`src/rtl/control_giro_fsm.sv`:
```
// control_giro_fsm: phase sequencer for the turn-arrow and pedestrian semaphores.
//
// Cycles main-road green, all-red clearance, turn-arrow green and an optional
// on-demand pedestrian walk phase. Durations are counted in `tick` pulses.
//
// Build option: define SEMAFORO_PEATON_EN to include the pedestrian phase and the
// request latch. Without it, CLR_B always returns to MAIN, `ped_req` is ignored and
// `ped_ack`/`light_peaton` are held at 0.
//
// Parameters:
//   T_MAIN, T_CLEAR, T_GIRO, T_PEATON - phase durations in ticks (>= 1)
//   CNT_W                             - counter width, must hold max(T_*) - 1
// Ports:
//   clk          in  system clock, rising edge
//   rst          in  asynchronous active-high reset
//   tick         in  one-clk enable; timing advances only when high
//   ped_req      in  pedestrian button, sampled every clk
//   light_giro   out turn semaphore code (00 red, 10 green)
//   light_peaton out pedestrian semaphore code (00 red, 10 green)
//   main_go      out main road may show green
//   ped_ack      out pedestrian request pending
//   phase        out current state encoding

module control_giro_fsm #(
  parameter int unsigned T_MAIN   = 10,
  parameter int unsigned T_CLEAR  = 2,
  parameter int unsigned T_GIRO   = 5,
  parameter int unsigned T_PEATON = 8,
  parameter int unsigned CNT_W    = 4
) (
  input  logic       clk,
  input  logic       rst,
  input  logic       tick,
  input  logic       ped_req,
  output logic [1:0] light_giro,
  output logic [1:0] light_peaton,
  output logic       main_go,
  output logic       ped_ack,
  output logic [2:0] phase
);

  localparam logic [1:0] LightRed   = 2'b00;
  localparam logic [1:0] LightGreen = 2'b10;

  typedef enum logic [2:0] {
    StMain   = 3'd0,
    StClrA   = 3'd1,
    StGiro   = 3'd2,
    StClrB   = 3'd3,
    StPeaton = 3'd4,
    StClrC   = 3'd5
  } state_e;

  // Reload value for the tick counter on entry to a state.
  function automatic logic [CNT_W-1:0] load_val(input state_e st);
    logic [CNT_W-1:0] v;
    v = CNT_W'(T_CLEAR - 1);
    case (st)
      StMain:   v = CNT_W'(T_MAIN - 1);
      StGiro:   v = CNT_W'(T_GIRO - 1);
      StPeaton: v = CNT_W'(T_PEATON - 1);
      default:  v = CNT_W'(T_CLEAR - 1);
    endcase
    return v;
  endfunction

  state_e           state_q, state_d;
  state_e           follow;
  logic             state_ok;
  logic [CNT_W-1:0] cnt_q, cnt_d;
  logic [1:0]       light_giro_q, light_giro_d;
  logic [1:0]       light_peaton_q, light_peaton_d;
  logic             main_go_q, main_go_d;
  logic             ped_pend_q, ped_pend_d;

  // Next-state and counter.
  always_comb begin
    state_d  = state_q;
    cnt_d    = cnt_q;
    follow   = StClrC;
    state_ok = 1'b1;

    case (state_q)
      StMain: follow = StClrA;
      StClrA: follow = StGiro;
      StGiro: follow = StClrB;
`ifdef SEMAFORO_PEATON_EN
      StClrB:   follow = ped_pend_q ? StPeaton : StMain;
      StPeaton: follow = StClrC;
`else
      StClrB: follow = StMain;
`endif
      StClrC:  follow = StMain;
      default: state_ok = 1'b0;
    endcase

    if (!state_ok) begin
      // Unreachable encodings fall back to clearance without waiting for a tick.
      state_d = StClrC;
      cnt_d   = load_val(StClrC);
    end else if (tick) begin
      if (cnt_q == '0) begin
        state_d = follow;
        cnt_d   = load_val(follow);
      end else begin
        cnt_d = cnt_q - 1'b1;
      end
    end
  end

`ifdef SEMAFORO_PEATON_EN
  // Request latch: set anywhere but PEATON, cleared on entry to PEATON (clear wins).
  always_comb begin
    ped_pend_d = ped_pend_q;
    if (ped_req && (state_q != StPeaton)) begin
      ped_pend_d = 1'b1;
    end
    if ((state_d == StPeaton) && (state_q != StPeaton)) begin
      ped_pend_d = 1'b0;
    end
  end
`else
  logic unused_ped_req;
  assign unused_ped_req = ped_req;
  assign ped_pend_d     = 1'b0;
`endif

  // Outputs are decoded from the next state so they register with the phase.
  always_comb begin
    main_go_d      = 1'b0;
    light_giro_d   = LightRed;
    light_peaton_d = LightRed;
    case (state_d)
      StMain:   main_go_d = 1'b1;
      StGiro:   light_giro_d = LightGreen;
`ifdef SEMAFORO_PEATON_EN
      StPeaton: light_peaton_d = LightGreen;
`endif
      default:  ;
    endcase
  end

  always_ff @(posedge clk or posedge rst) begin
    if (rst) begin
      state_q        <= StClrC;
      cnt_q          <= CNT_W'(T_CLEAR - 1);
      light_giro_q   <= LightRed;
      light_peaton_q <= LightRed;
      main_go_q      <= 1'b0;
      ped_pend_q     <= 1'b0;
    end else begin
      state_q        <= state_d;
      cnt_q          <= cnt_d;
      light_giro_q   <= light_giro_d;
      light_peaton_q <= light_peaton_d;
      main_go_q      <= main_go_d;
      ped_pend_q     <= ped_pend_d;
    end
  end

  assign phase        = state_q;
  assign light_giro   = light_giro_q;
  assign light_peaton = light_peaton_q;
  assign main_go      = main_go_q;
  assign ped_ack      = ped_pend_q;

endmodule

```
`config.mk`:
```
export PLATFORM = sky130hd
export DESIGN_NAME = control_giro_fsm
export DESIGN_NICKNAME = d
export VERILOG_FILES = /design/src/rtl/control_giro_fsm.sv
export SDC_FILE = /design/constraint.sdc
export NUM_CORES = 1
export LEC_CHECK = 0
export ABC_AREA = 1
export CORE_AREA = 3 3 40 42
export DETAILED_ROUTE_END_ITERATION = 12
export DIE_AREA = 0 0 43 45
export PLACE_DENSITY = 0.75
export SYNTH_ARGS = -nofsm -noshare
export SYNTH_HDL_FRONTEND = slang
export SYNTH_SLANG_ARGS = --single-unit
```
`constraint.sdc`:
```
create_clock -name clk -period 2.95 [get_ports clk]
set_input_delay 0.59 -clock clk [delete_from_list [all_inputs] [get_ports clk]]
set_output_delay 0.59 -clock clk [all_outputs]
set_load 0.01 [all_outputs]
```
; ---- Yosys cells after proc, flatten, opt, wreduce, memory -nomap -nowiden
; Cells that the tools add are included.
; Widths: inputs -> output; s select.
[totals]
inputBits = 4
elab_cells = 30
reg_bits = 10
output_inout_bits = 9
[op_classes]
n_reduce_logical = 6
muxes = 11
addsub = 1
eq_ne = 8
[op_table]
columns = cell, n
row1 = $eq 3x2->1 const B, 4
row2 = $mux 4, 3
row3 = $pmux 3 s4, 1
row4 = $pmux 4 s3, 1
row5 = $logic_not 3->1, 3
row6 = $mux 3, 3
row7 = $eq 3x3->1 const B, 2
row8 = $reduce_or 5->1, 1
row9 = $logic_not 4->1, 1
row10 = $sub 4x1->4 const B, 1
row11 = $eq 3x1->1 const B, 1
row12 = $mux 1, 2
row13 = $mux 2, 1
row14 = $ne 2x2->1 const B, 1
row15 = $reduce_or 2->1, 1

; ---- Logic depth before layout (Yosys ltp)
[depth]
word_depth = 8
depth_mapped = 8
ltp_nobuf = 8

; ---- Least setup slack after synthesis
; OpenSTA, ideal clock, no wires.
[synth_timing]
path_kind = register -> register
startpoint = reg cnt_q[0]
endpoint = reg cnt_q[1]
n_path_buf = 0
synth_period_minus_slack_ns = 1.311
path_stages_with_launch = 7
t_arrival_ns = 1.237
t_required_ns = 2.876
setup_ns = 0.074
path_slack_ns = 1.639
path_cell_list = dfstp_2 > inv_1 > ha_1 > nand2_2 > inv_2 > or2_0 > o21ai_2
[synth_via]
elab_chain_cells = 4
word_cells_on_any_way = 5
cone_classes = add/sub (1) / mux (3) / reduce/logical (1)
[synth_rtl]
columns = item, line
row1 = start: declaration, 70  ; logic [CNT_W-1:0] cnt_q, cnt_d;
row2 = start signal: assignment, 146  ; cnt_q <= CNT_W'(T_CLEAR - 1);
row3 = start signal: assignment, 153  ; cnt_q <= cnt_d;
row4 = $sub 4x1->4 or $logic_not 4->1 (tied branches), "106, 102"
row5 = $mux 4 *, 102  ; if (cnt_q == '0) begin
row6 = $mux 4 *, 101  ; end else if (tick) begin
row7 = $mux 4 *, 97  ; if (!state_ok) begin
; Mark *: on every way between the ends. The rest lies on a longest branch, timed or not. The select of a mux whose other input is x is not followed.
; A chain may end at the register's enable or synchronous reset.

; ---- Worst setup path after layout
[layout_timing]
startpoint = reg state_q[0] (netlist: phase[0])
endpoint = out phase[0]
[layout_lines]
columns = item, line
row1 = start: declaration, 67  ; state_e state_q, state_d;
row2 = start signal: assignment, 145  ; state_q <= StClrC;
row3 = start signal: assignment, 152  ; state_q <= state_d;
row4 = end: declaration, 39  ; output logic [2:0] phase
; No word-level cell between the ends.

==> impl_metrics.ini <==
[sta]
timing.setup.tns_ps = 0
post_route_worst_setup_slack_ps = 981
timing.final.max_slew_violations = 0
fmax_ghz = 0.508
worst_clock_skew_ps = 0.233
rsz_0062_raised_after_global_routing = false
final_hold_viol_count = 0
layout_worst_path_cycle_share = 0.667
final_period_minus_worst_setup_slack_ps = 1970
setup_violation_total_in_the_final_timing_report = 0

[yosys]
post_synth.cell_area_avg_um2 = 7.47
seq_area_frac_synth = 0.414
yosys_warnings = 0
synthCells = 74
mappedNetlistArea_um2 = 553
ys_types = 19
postSynthRegisterBits = 9

[power_and_ir_drop]
power-per-cell-area_nw_per_um2 = 980
worst_ir_drop_vdd_mv = 0.512
total_leakage_power_nw = 0.350

[floorplan]
floorplan.core_area_um2 = 1280
chipHeight_um = 45
dieArea_um2 = 1940
floorplan.initialDensity = 0.430
num_io_pins = 13
floorplan.rows = 13
die_width_um = 43

[place]
post-dp-hpwl_um = 734
gp_congestion = 0.768
worst_case_setup_slack_after_placement_ps = 1250
port-buffer-count = 7
dpl-instance-area_um2 = 623

[cts]
post_cts.resized_instances = 0
post_cts.repair.setup_buffers = 0
cts_htree_levels = 1
tritoncts = yes
worst_skew_pair.late_latency_ps = 250
numCtsBuffers = 3
clock_tree.buffer_depth = 2
cts-root-buf = sky130_fd_sc_hd__clkbuf_4
numClockSinks = 9
ctsHoldBuffers = 0
clk_pin_slew_ps = 50

[worst_setup_path]
critPathLaunchType = flip-flop
number_of_buffers_and_inverters_on_the_critical_path = 1
timing.critical_path.max_delay_family = flip-flops
cell_with_the_largest_stage_delay_on_the_worst_path = sky130_fd_sc_hd__dfstp_2
crit_path_max_fanout = 7
crit_type = flip-flop to output pin
crit_arrival_ps = 1380
timing.critical_path.required_ps = 2360
cp-end-kind = output pin
path_cells = clkdlybuf4s50_1
critPathMaxStageDelay_ps = 580

[detailed_routing]
detail_route.wirelength_um = 892
detailedRoute.firstPassIterationCount = 4
detailedRoute.firstIterationViolations = 9
drt.antenna.violating_nets = 0
vias_after_detailed_routing = 442
remaining_drc_errors = 0
routed_wire_length_per_instance_um = 9.01
avgViaCountPerCell = 4.46

[layout]
insertedDiodeCount = 0
syn2layout_area_growth_pct = 17.4
mostFrequentLayoutCell = sky130_fd_sc_hd__nand2_1
final_design_area_no_fill_um2 = 649
layout.cells.most_common_list = sky130_fd_sc_hd__nand2_1 (20), sky130_fd_sc_hd__inv_1 (9), sky130_fd_sc_hd__clkdlybuf4s50_1 (7)
num-nets-final = 90
drive_above_1_share = 0.238

[hold_path]
timing.hold.worst.class = flip-flop to flip-flop

[grt]
grt_pass1_wl_mm = 1.55
grt_use_total = 0.110
grt_pass1_vias = 370
maximum_number_of_pins_on_one_net_before_global_route_repair = 10
antenna_found_initial = 0
grt_remaining_overflow = 0

[outcome]
result_of_the_run = complete, no violations

[flow_run]
max-cap-violations = 0
-- worst paths after layout --
path,from,to,slack (ps),depth (start not counted)
min in group asynchronous,rst,cnt_q[1],580,2
min reg2reg,cnt_q[1],cnt_q[1],520,2
max reg2reg,cnt_q[0],cnt_q[1],1550,6
min,cnt_q[1],cnt_q[1],520,2
max,phase[0],phase[0],980,1
max in group asynchronous,rst,phase[0],2090,2
-- through the flow --
stage               std cells  total power [W]  hold WS, ps   util
detailed placement         95         0.000550          511  0.485
floorplan                  77         0.000461          416      -
CTS                        99         0.000644          524  0.505
finish                     99         0.000637          523  0.505
global route               99         0.000704          564  0.505
global placement           95         0.000544          496  0.485
-- area by class of cell --
cell class	instances	area, um^2
Inverter	13	48.8
Sequential cell	9	229
Multi-Input combinational cell	51	256
Tap cell	15	18.8
Fill cell	121	636
Timing Repair Buffer	7	70.1
Clock buffer	4	26.3
-- cell families (layout without fill, tap and decap cells) --
logic type                 Yosys count  count (layout)  synth area share
xor gates and xnor gates             1               1            0.0158
and+or+nand+nor                     41              41             0.355
AOI/OAI and AO/OA                    4               4            0.0430
DFF                                  9               9             0.414
other                                1               4           0.00678
adders and majority gates            1               1            0.0226
buffers and inverters               17              24             0.143
-- power by group --
group / switching, W / internal [W] / leakage [nW]
sequential: 0.0000400 / 0.000181 / 0.111
clock: 0.0000382 / 0.0000518 / 0.0150
combinational: 0.000194 / 0.000132 / 0.224
-- state kept, by name (all words and copies together) (netlist names) --
name / cells
cnt_q: 4
phase: 3
light_giro: 1
main_go: 1
-- routing by layer --
layer  vias to the layer above  share of wire  GRT usage
li1                        236              -          -
met1                       190           0.46      0.135
met2                        14           0.46      0.162
met3                         2          0.056     0.0279
met4                         0          0.024     0.0904
met5                         -              0          0
-- Yosys cell counts --
master	n	area, um^2
sky130_fd_sc_hd__nor2_1	5	18.8
sky130_fd_sc_hd__a21oi_1	2	10.0
sky130_fd_sc_hd__nand3_2	2	20.0
sky130_fd_sc_hd__nand2_2	4	25.0
sky130_fd_sc_hd__inv_2	4	15.0
sky130_fd_sc_hd__buf_4	4	30.0
sky130_fd_sc_hd__nand3_1	4	20.0
sky130_fd_sc_hd__dfrtp_1	6	150
sky130_fd_sc_hd__nor2_2	3	18.8
sky130_fd_sc_hd__conb_1	1	3.75
sky130_fd_sc_hd__nand4_1	2	12.5
sky130_fd_sc_hd__inv_1	9	33.8
sky130_fd_sc_hd__nand2_1	20	75.1
sky130_fd_sc_hd__xor2_1	1	8.76
sky130_fd_sc_hd__dfstp_2	3	78.8
sky130_fd_sc_hd__or2_0	1	6.26
sky130_fd_sc_hd__ha_1	1	12.5
sky130_fd_sc_hd__o21ai_0	1	5.00
sky130_fd_sc_hd__o21ai_2	1	8.76
No activity file was read; power rests on OpenSTA's default activity.
